--- src/rtl/instr_loader_pkg.sv ---
// Shared constants and FSM encoding for the program loader.
// The debug unit and the testbenches reuse these definitions.
package instr_loader_pkg;

  localparam logic [7:0]  CMD_LOAD       = 8'h4C;
  localparam logic [31:0] HALT_WORD      = 32'hFFFF_FFFF;
  localparam int unsigned BYTES_PER_WORD = 4;

  typedef enum logic [2:0] {
    StIdle,
    StRecv,
    StWrite,
    StDone,
    StError
  } state_e;

endpackage

--- src/rtl/instr_loader_if.sv ---
// UART byte stream into the loader and the instruction-memory write bus out of it.
interface instr_loader_if #(
  parameter int unsigned DATA_WIDTH = 32
);

  logic [7:0]            i_rx_data;
  logic                  i_rx_done;
  logic [DATA_WIDTH-1:0] o_instruccion;
  logic [DATA_WIDTH-1:0] o_address;
  logic                  o_loading;

  modport slave (
    input  i_rx_data,
    input  i_rx_done,
    output o_instruccion,
    output o_address,
    output o_loading
  );

  modport master (
    output i_rx_data,
    output i_rx_done,
    input  o_instruccion,
    input  o_address,
    input  o_loading
  );

endinterface

--- src/rtl/instr_loader_byte_packer.sv ---
// Packs an MSB-first byte stream into 32-bit words.
// o_word shows the word that includes the byte being accepted this cycle.
module instr_loader_byte_packer
  import instr_loader_pkg::*;
(
  input  logic        i_clock,
  input  logic        i_reset,
  input  logic        i_clear,
  input  logic        i_enable,
  input  logic        i_byte_valid,
  input  logic [7:0]  i_byte,
  output logic [31:0] o_word,
  output logic        o_word_valid
);

  logic [31:0] r_shift;
  logic [1:0]  r_count;
  logic        w_take;

  assign w_take       = i_enable && i_byte_valid;
  assign o_word       = {r_shift[23:0], i_byte};
  assign o_word_valid = w_take && (r_count == 2'(BYTES_PER_WORD - 1));

  always_ff @(posedge i_clock) begin
    if (i_reset || i_clear) begin
      r_shift <= '0;
      r_count <= '0;
    end else if (w_take) begin
      r_shift <= o_word;
      r_count <= r_count + 2'd1;
    end
  end

endmodule

--- src/rtl/instr_loader.sv ---
// Loads a program from the debug UART byte stream into instruction memory,
// one 32-bit word per write strobe, until HALT or memory full.
module instr_loader
  import instr_loader_pkg::*;
#(
  parameter int unsigned DATA_WIDTH = 32,
  parameter int unsigned MEM_DEPTH  = 256,
  parameter int unsigned ADDR_INCR  = 4
) (
  input  logic                       i_clock,
  input  logic                       i_reset,
  instr_loader_if.slave              bus,
  output logic                       o_busy,
  output logic                       o_done,
  output logic                       o_error,
  output logic [$clog2(MEM_DEPTH):0] o_word_count
);

  localparam int unsigned CW = $clog2(MEM_DEPTH) + 1;

  state_e                r_state;
  state_e                w_next;
  logic                  w_clear;
  logic                  w_pack_en;
  logic [31:0]           w_word;
  logic                  w_word_valid;
  logic [DATA_WIDTH-1:0] r_instr;
  logic [DATA_WIDTH-1:0] r_address;
  logic                  r_loading;
  logic                  r_error;
  logic [CW-1:0]         r_word_count;

  // Packer stays enabled in WRITE so a byte landing there starts the next word.
  assign w_pack_en = (r_state == StRecv) || (r_state == StWrite);

  instr_loader_byte_packer u_byte_packer (
    .i_clock      (i_clock),
    .i_reset      (i_reset),
    .i_clear      (w_clear),
    .i_enable     (w_pack_en),
    .i_byte_valid (bus.i_rx_done),
    .i_byte       (bus.i_rx_data),
    .o_word       (w_word),
    .o_word_valid (w_word_valid)
  );

  always_ff @(posedge i_clock) begin
    if (i_reset) begin
      r_state <= StIdle;
    end else begin
      r_state <= w_next;
    end
  end

  always_comb begin
    w_next  = r_state;
    w_clear = 1'b0;
    o_busy  = 1'b0;
    o_done  = 1'b0;
    unique case (r_state)
      StIdle: begin
        if (bus.i_rx_done && (bus.i_rx_data == CMD_LOAD)) begin
          w_next  = StRecv;
          w_clear = 1'b1;
        end
      end
      StRecv: begin
        o_busy = 1'b1;
        if (w_word_valid) begin
          w_next = StWrite;
        end
      end
      StWrite: begin
        o_busy = 1'b1;
        // HALT is checked first so a HALT in the last slot completes cleanly.
        if (r_instr == HALT_WORD) begin
          w_next = StDone;
        end else if (r_word_count == CW'(MEM_DEPTH)) begin
          w_next = StError;
        end else begin
          w_next = StRecv;
        end
      end
      StDone: begin
        o_done = 1'b1;
        w_next = StIdle;
      end
      StError: begin
        w_next = StIdle;
      end
      default: begin
        w_next = StIdle;
      end
    endcase
  end

  always_ff @(posedge i_clock) begin
    if (i_reset) begin
      r_instr      <= '0;
      r_address    <= '0;
      r_loading    <= 1'b0;
      r_error      <= 1'b0;
      r_word_count <= '0;
    end else begin
      r_loading <= 1'b0;
      if (w_clear) begin
        r_address    <= '0;
        r_error      <= 1'b0;
        r_word_count <= '0;
      end
      if ((r_state == StRecv) && w_word_valid) begin
        r_loading    <= 1'b1;
        r_instr      <= w_word;
        r_address    <= DATA_WIDTH'(r_word_count) * DATA_WIDTH'(ADDR_INCR);
        r_word_count <= r_word_count + CW'(1);
      end
      if ((r_state == StWrite) && (w_next == StError)) begin
        r_error <= 1'b1;
      end
    end
  end

  assign bus.o_instruccion = r_instr;
  assign bus.o_address     = r_address;
  assign bus.o_loading     = r_loading;
  assign o_error           = r_error;
  assign o_word_count      = r_word_count;

endmodule

--- src/flat_wrapper.sv ---
// flat-port wrapper written by rule: the top's interface ports become plain ports
module instr_loader_flat import instr_loader_pkg::*;
#(
  parameter int unsigned DATA_WIDTH = 32,
  parameter int unsigned MEM_DEPTH  = 256,
  parameter int unsigned ADDR_INCR  = 4
)
  (i_clock, i_reset, o_busy, o_done, o_error, o_word_count, bus_i_rx_data, bus_i_rx_done, bus_o_instruccion, bus_o_address, bus_o_loading);
  instr_loader_if #(.DATA_WIDTH(DATA_WIDTH)) bus_i ();
  input  logic i_clock;
  input  logic i_reset;
  output logic o_busy;
  output logic o_done;
  output logic o_error;
  output logic [$clog2(MEM_DEPTH):0] o_word_count;
  input wire logic [$bits(bus_i.i_rx_data)-1:0] bus_i_rx_data;
  input wire logic [$bits(bus_i.i_rx_done)-1:0] bus_i_rx_done;
  output wire logic [$bits(bus_i.o_instruccion)-1:0] bus_o_instruccion;
  output wire logic [$bits(bus_i.o_address)-1:0] bus_o_address;
  output wire logic [$bits(bus_i.o_loading)-1:0] bus_o_loading;
  assign bus_i.i_rx_data = bus_i_rx_data;
  assign bus_i.i_rx_done = bus_i_rx_done;
  assign bus_o_instruccion = bus_i.o_instruccion;
  assign bus_o_address = bus_i.o_address;
  assign bus_o_loading = bus_i.o_loading;
  instr_loader #(.DATA_WIDTH(DATA_WIDTH), .MEM_DEPTH(MEM_DEPTH), .ADDR_INCR(ADDR_INCR)) u_core (.i_clock(i_clock), .i_reset(i_reset), .bus(bus_i), .o_busy(o_busy), .o_done(o_done), .o_error(o_error), .o_word_count(o_word_count));
endmodule
--- config.mk ---
export PLATFORM = sky130hd
export DESIGN_NAME = instr_loader_flat
export DESIGN_NICKNAME = d
export VERILOG_FILES = /design/src/rtl/instr_loader_pkg.sv /design/src/rtl/instr_loader_if.sv /design/src/rtl/instr_loader_byte_packer.sv /design/src/rtl/instr_loader.sv /design/src/flat_wrapper.sv
export SDC_FILE = /design/constraint.sdc
export NUM_CORES = 1
export LEC_CHECK = 0
export CAP_MARGIN = 20
export CORE_MARGIN = 5
export CORE_UTILIZATION = 44
export DETAILED_ROUTE_END_ITERATION = 12
export GPL_TIMING_DRIVEN = 0
export MAX_ROUTING_LAYER = met4
export PLACE_DENSITY = 0.72
export SLEW_MARGIN = 20
export SYNTH_ARGS = -nofsm -noshare
export SYNTH_HDL_FRONTEND = slang
export SYNTH_HIERARCHICAL = 1
export SYNTH_SLANG_ARGS = --single-unit
--- constraint.sdc ---
create_clock -name i_clock -period 4.4 [get_ports i_clock]
set_input_delay 1.1 -clock i_clock [delete_from_list [all_inputs] [get_ports i_clock]]
set_output_delay 1.1 -clock i_clock [all_outputs]
set_load 0.01 [all_outputs]
==> flow_results.org <==
** Yosys
- Most common cell in the synthesized netlist :: dfxtp_1
- Post-synthesis mux area share :: 0.2676%
- Share of synthesized cell area in full adder, half adder and majority cells :: around 1%
- Of the total synthesized cell area, the portion taken by XOR and XNOR cells is 0%.
- After synthesis the netlist holds a flip-flop and latch count of 81.
- Fraction of post-synthesis cell area in the top cell type by area :: between 40% and 50%
- Synthesis handed over a netlist of around 420 instances.
- Post-synthesis cell area :: between 0.003 and 0.004 mm²
- Among all flip-flop cells after synthesis, the most frequent one is dfxtp_1.
- Syn. warnings :: 6
- Count of flip-flops with a built-in enable after synthesis :: 0
- Dividing the synthesized area by the synthesized cell count gives between 8 and 9 µm².
- Main area contributors after synthesis :: dfxtp_1, buf_4, nand2_1, a21bo_1, a21oi_1
- Summing the areas of all and, or, nand and nor instances in the mapped netlist gives roughly a fifth of the synthesized area.
- The number of different library cells used by synthesis comes to 44.
- For this run, the register share of the synthesized area comes to 43.36%.
- dfxtp_1 takes more of the synthesized area than any other cell.
- After synthesis, the largest family of logic cells by area is compound AO/OA/AOI/OAI gates.
- After synthesis, the share of flip-flops with an asynchronous set or reset is 0%.
- Area fraction in compound gates after synthesis :: 22.08%
- By count the netlist is led by dfxtp_1, nand2_1, a21oi_1.

** Global routing
- Pin count of the biggest net entering global routing :: 14
- The number of global-route vias before repair is just over 3,000.
- Number of antenna violations at the first check in global routing :: 0
- GR Util All Layers :: between 10% and 20%
- After global routing the overflow that remains totals 0.
- Global-route wire length before repair :: 15,310 µm

** Clock tree
- Clock-pin slew was measured on the worst setup and hold paths at 80 ps.
- No sink is reached through more buffers than the 2 on the longest clock path.
- Number of clock sinks :: 81
- Once the clock tree was built, the setup fixing pass inserted 0 buffers.
- The number of hold buffers added after CTS was 0.
- Clock tree from TritonCTS :: done
- The clock reaches the later pin of the worst-skew pair after about 350 ps.
- Clk Tree Root Cell :: clkbuf_8
- Once the clock tree was built, the resizer swapped 0 gates to a different size.
- # H-tree levels :: 3
- Buffers inserted during clock tree synthesis total 9.

** Worst setup path
- The slowest stage of the critical path is the clkdlybuf4s50_1 cell.
- Kind of cell with the highest combined delay on the critical path :: buffers and inverters
- STA puts the critical path data arrival time at 3270 ps.
- By startpoint and endpoint, the worst setup path is classified as in2reg.
- Worst-path fanout max :: 10
- Kind of end point of the critical path :: register
- Beginning of the worst register-to-register path :: u_core/r_state[0]
- STA classifies the critical path startpoint as a primary input.
- At the worst endpoint, the required time is approximately 4600 ps.
- The critical path contains buffers and inverters numbering 5 combined.
- Walking the worst path, the cells encountered are clkdlybuf4s50_1 -> buf_4 -> buf_2 -> and3_1 -> nor4bb_1 -> buf_2 -> a31oi_2 -> buf_2 -> a22oi_1 -> nor2_1.
- Across all register-to-register paths, the minimum setup slack is ~1700 ps.
- For this run, the slowest stage of the critical path takes ~490 ps.
- By instance count, the cell type seen most on the critical path is buf_2.
- The most critical setup path has its startpoint at bus_i_rx_done.

** Routing
- After the first detailed-routing iteration, the DRC count stood at roughly 140.
- Total routed wirelength :: around 9500 µm
- Via density per instance :: just over 5
- Via count of the routed design :: roughly 3,200
- For this run, the detailed router's first-pass iteration total came to 4.
- Routed len/inst :: between 15 and 20 µm
- In the routed design, unresolved DRC markers number 0.
- Once detail routing completed, the nets flagged for antenna violations numbered 0.

** Cells and area
- Number of fill cells in the layout :: 772
- Diode insertion count for antenna repair :: 0
- Compared with the post-synthesis result, the final layout area differs by 29.74%.
- Net total in the final layout :: 529
- Layout Utilization :: about 59%
- The post-route netlist has around a fifth of its cells at a drive strength greater than 1.

** STA
- Unrepaired setup endpoints after global routing :: false
- On the final layout, the worst clock skew is 5.080 ps.
- In the finished design, the share of the clock period the worst path needs comes to 69.22%.
- Number of hold violations in the final report :: 0
- Headroom to the max-slew limit :: 32.23%
- Summed over all failing endpoints, the final setup total negative slack is 0 ps.
- Hold is met by 458.6 ps.
- The worst path needs around 3000 ps of the cycle, external delays included.
- Setup violations remaining at the end of the flow were counted as 0.
- At the pin with the least slew margin, the transition time is slightly above 1000 ps.
- Number of slew-limit violations in the final report :: 0
- For this run, the top clock speed supported by timing is approximately 330 MHz.

** Power and ir drop
- In this run the static leakage power is approximately 1.8 nW.
- Clk network pwr share :: between 40% and 50%
- Dividing total power by cell area gives a power density of 311.0 mW/mm².
- IR analysis of the VDD net gives a maximum drop of between 150 and 200 µV.
- Switching share of total power :: 20.43%
- Of the total power, registers draw between 40% and 50%.
- Power spent charging and discharging nets :: approximately 310 µW
- Combinational cells account for roughly 5.3% of the total power.
- Internal power comes to ~1.2 mW.

** Outcome
- Outcome :: finished, final reports clean

** Floorplan
- The floorplan step set the die width to 102.2 µm.
- Once the floorplan was initialized, standard cells occupied between 40% and 50% of the core.
- The die covers between 0.01 and 0.015 mm².
- Cell Rows :: 33
- Chip height :: roughly 100 µm
- The core region is 0.008258 mm².
- 88 I/O pins were placed.

** Hold path
- Worst hold path class :: reg2reg
- Hold Startpoint :: u_core/u_byte_packer/r_shift[23]

** Place
- The count of buffers added on input and output ports is 64.
- The congestion estimate from routability-driven global placement came to about 0.8.
- Once detailed placement completed, the half-perimeter wirelength came to 6840 µm.

** Run
- Max-cap violations in this run came to 0.
stage by stage:
stage,instance area (µm²),std cells,setup WS (ps),total power [mW]
floorplan,3822,440,1820,0.8063
global placement,4594,609,995.6,0.8280
detailed placement,4594,609,972.7,0.8285
CTS,4852,625,1346,1.519
global route,4852,625,1170,1.553
finish,4852,625,1354,1.509
placed cells by master, fill, tap and decap left out, drive strengths merged, types with 2 or more instances in the layout:
cell type | synthesis | layout
a21oi | 62 | 62
nand3 | 29 | 29
clkbuf | 7 | 17
nor2 | 21 | 21
nor4b | 6 | 6
clkdlybuf4s50 | 0 | 64
a22oi | 9 | 9
ha | 3 | 3
nor4 | 2 | 2
buf | 56 | 56
nand2 | 69 | 69
inv | 3 | 3
o21ai | 2 | 2
a211oi | 2 | 2
clkinv | 0 | 2
nor3 | 8 | 8
dfxtp | 81 | 81
and3 | 2 | 2
a21bo | 26 | 26
bufinv | 0 | 4
conb | 1 | 23
a21o | 3 | 3
nand4 | 10 | 10
worst reg2reg max path, stage by stage (launching register included):
cell and delay [ps]:
dfxtp_1 420, or3b_2 480, nand2_1 130, buf_6 150, buf_6 140, and3_1 200
nor4bb_1 250, buf_2 270, a31oi_2 80, buf_2 220, a22oi_1 150, nor2_1 60
routing by layer:
layer / vias to the layer above / global-route usage [%] / part of all wire (%)
li1: 1591 / - / -
met1: 1478 / 25.13 / 45
met2: 104 / 30.38 / 48
met3: 10 / 2.594 / 5.4
met4: 0 / 7.669 / 1.4
met5: - / - / 0
registers in the layout, indices dropped and copies added, names as in the netlist:
name and cells:
u_core/bus.o_address 9, u_core/u_byte_packer/r_count 2, u_core/o_error 1, u_core/bus.o_loading 1, u_core/o_word_count 9, u_core/r_state 3, u_core/bus.o_instruccion 32, u_core/u_byte_packer/r_shift 24
logic make-up (layout without fill, tap and decap cells):
| logic type | count (synthesis) | in the layout |
|---|---|---|
| AND/OR/NAND/NOR | 156 | 156 |
| AO/OA/AOI/OAI | 110 | 110 |
| flip-flops | 81 | 81 |
| buffers and inverters | 66 | 146 |
| adder cells (fa/ha/maj) | 3 | 3 |
| other | 1 | 23 |
| multiplexers | 1 | 1 |
power by group through the flow:
stage | clock network [mW] | logic, mW | registers [mW]
finish | 0.697 | 0.0803 | 0.732
global route | 0.734 | 0.0869 | 0.732
CTS | 0.707 | 0.0792 | 0.732
detailed placement | 0 | 0.0787 | 0.750
global placement | 0 | 0.0783 | 0.750
floorplan | 0 | 0.0566 | 0.750
worst paths after layout:
check / endpoint / cells past startpoint
worst max-delay path: u_core/o_word_count[1] / 10
worst min-delay path: u_core/bus.o_instruccion[31] / 2
worst max register to register: u_core/o_word_count[1] / 11
worst min register to register: u_core/bus.o_instruccion[31] / 2
area by class of cell:
| type | count | area [µm²] | share of cell area, % |
|---|---|---|---|
| Buffer | 63 | 456.7 | 9.412 |
| Clock buffer | 10 | 127.6 | 2.630 |
| Clock inverter | 6 | 130.1 | 2.682 |
| Inverter | 3 | 11.26 | 0.2321 |
| Multi-Input combinational cell | 293 | 1733 | 35.71 |
| Sequential cell | 81 | 1622 | 33.42 |
| Tap cell | 105 | 131.4 | 2.708 |
| Timing Repair Buffer | 64 | 640.6 | 13.20 |
Note: power is estimated with default switching activity, not from simulation.
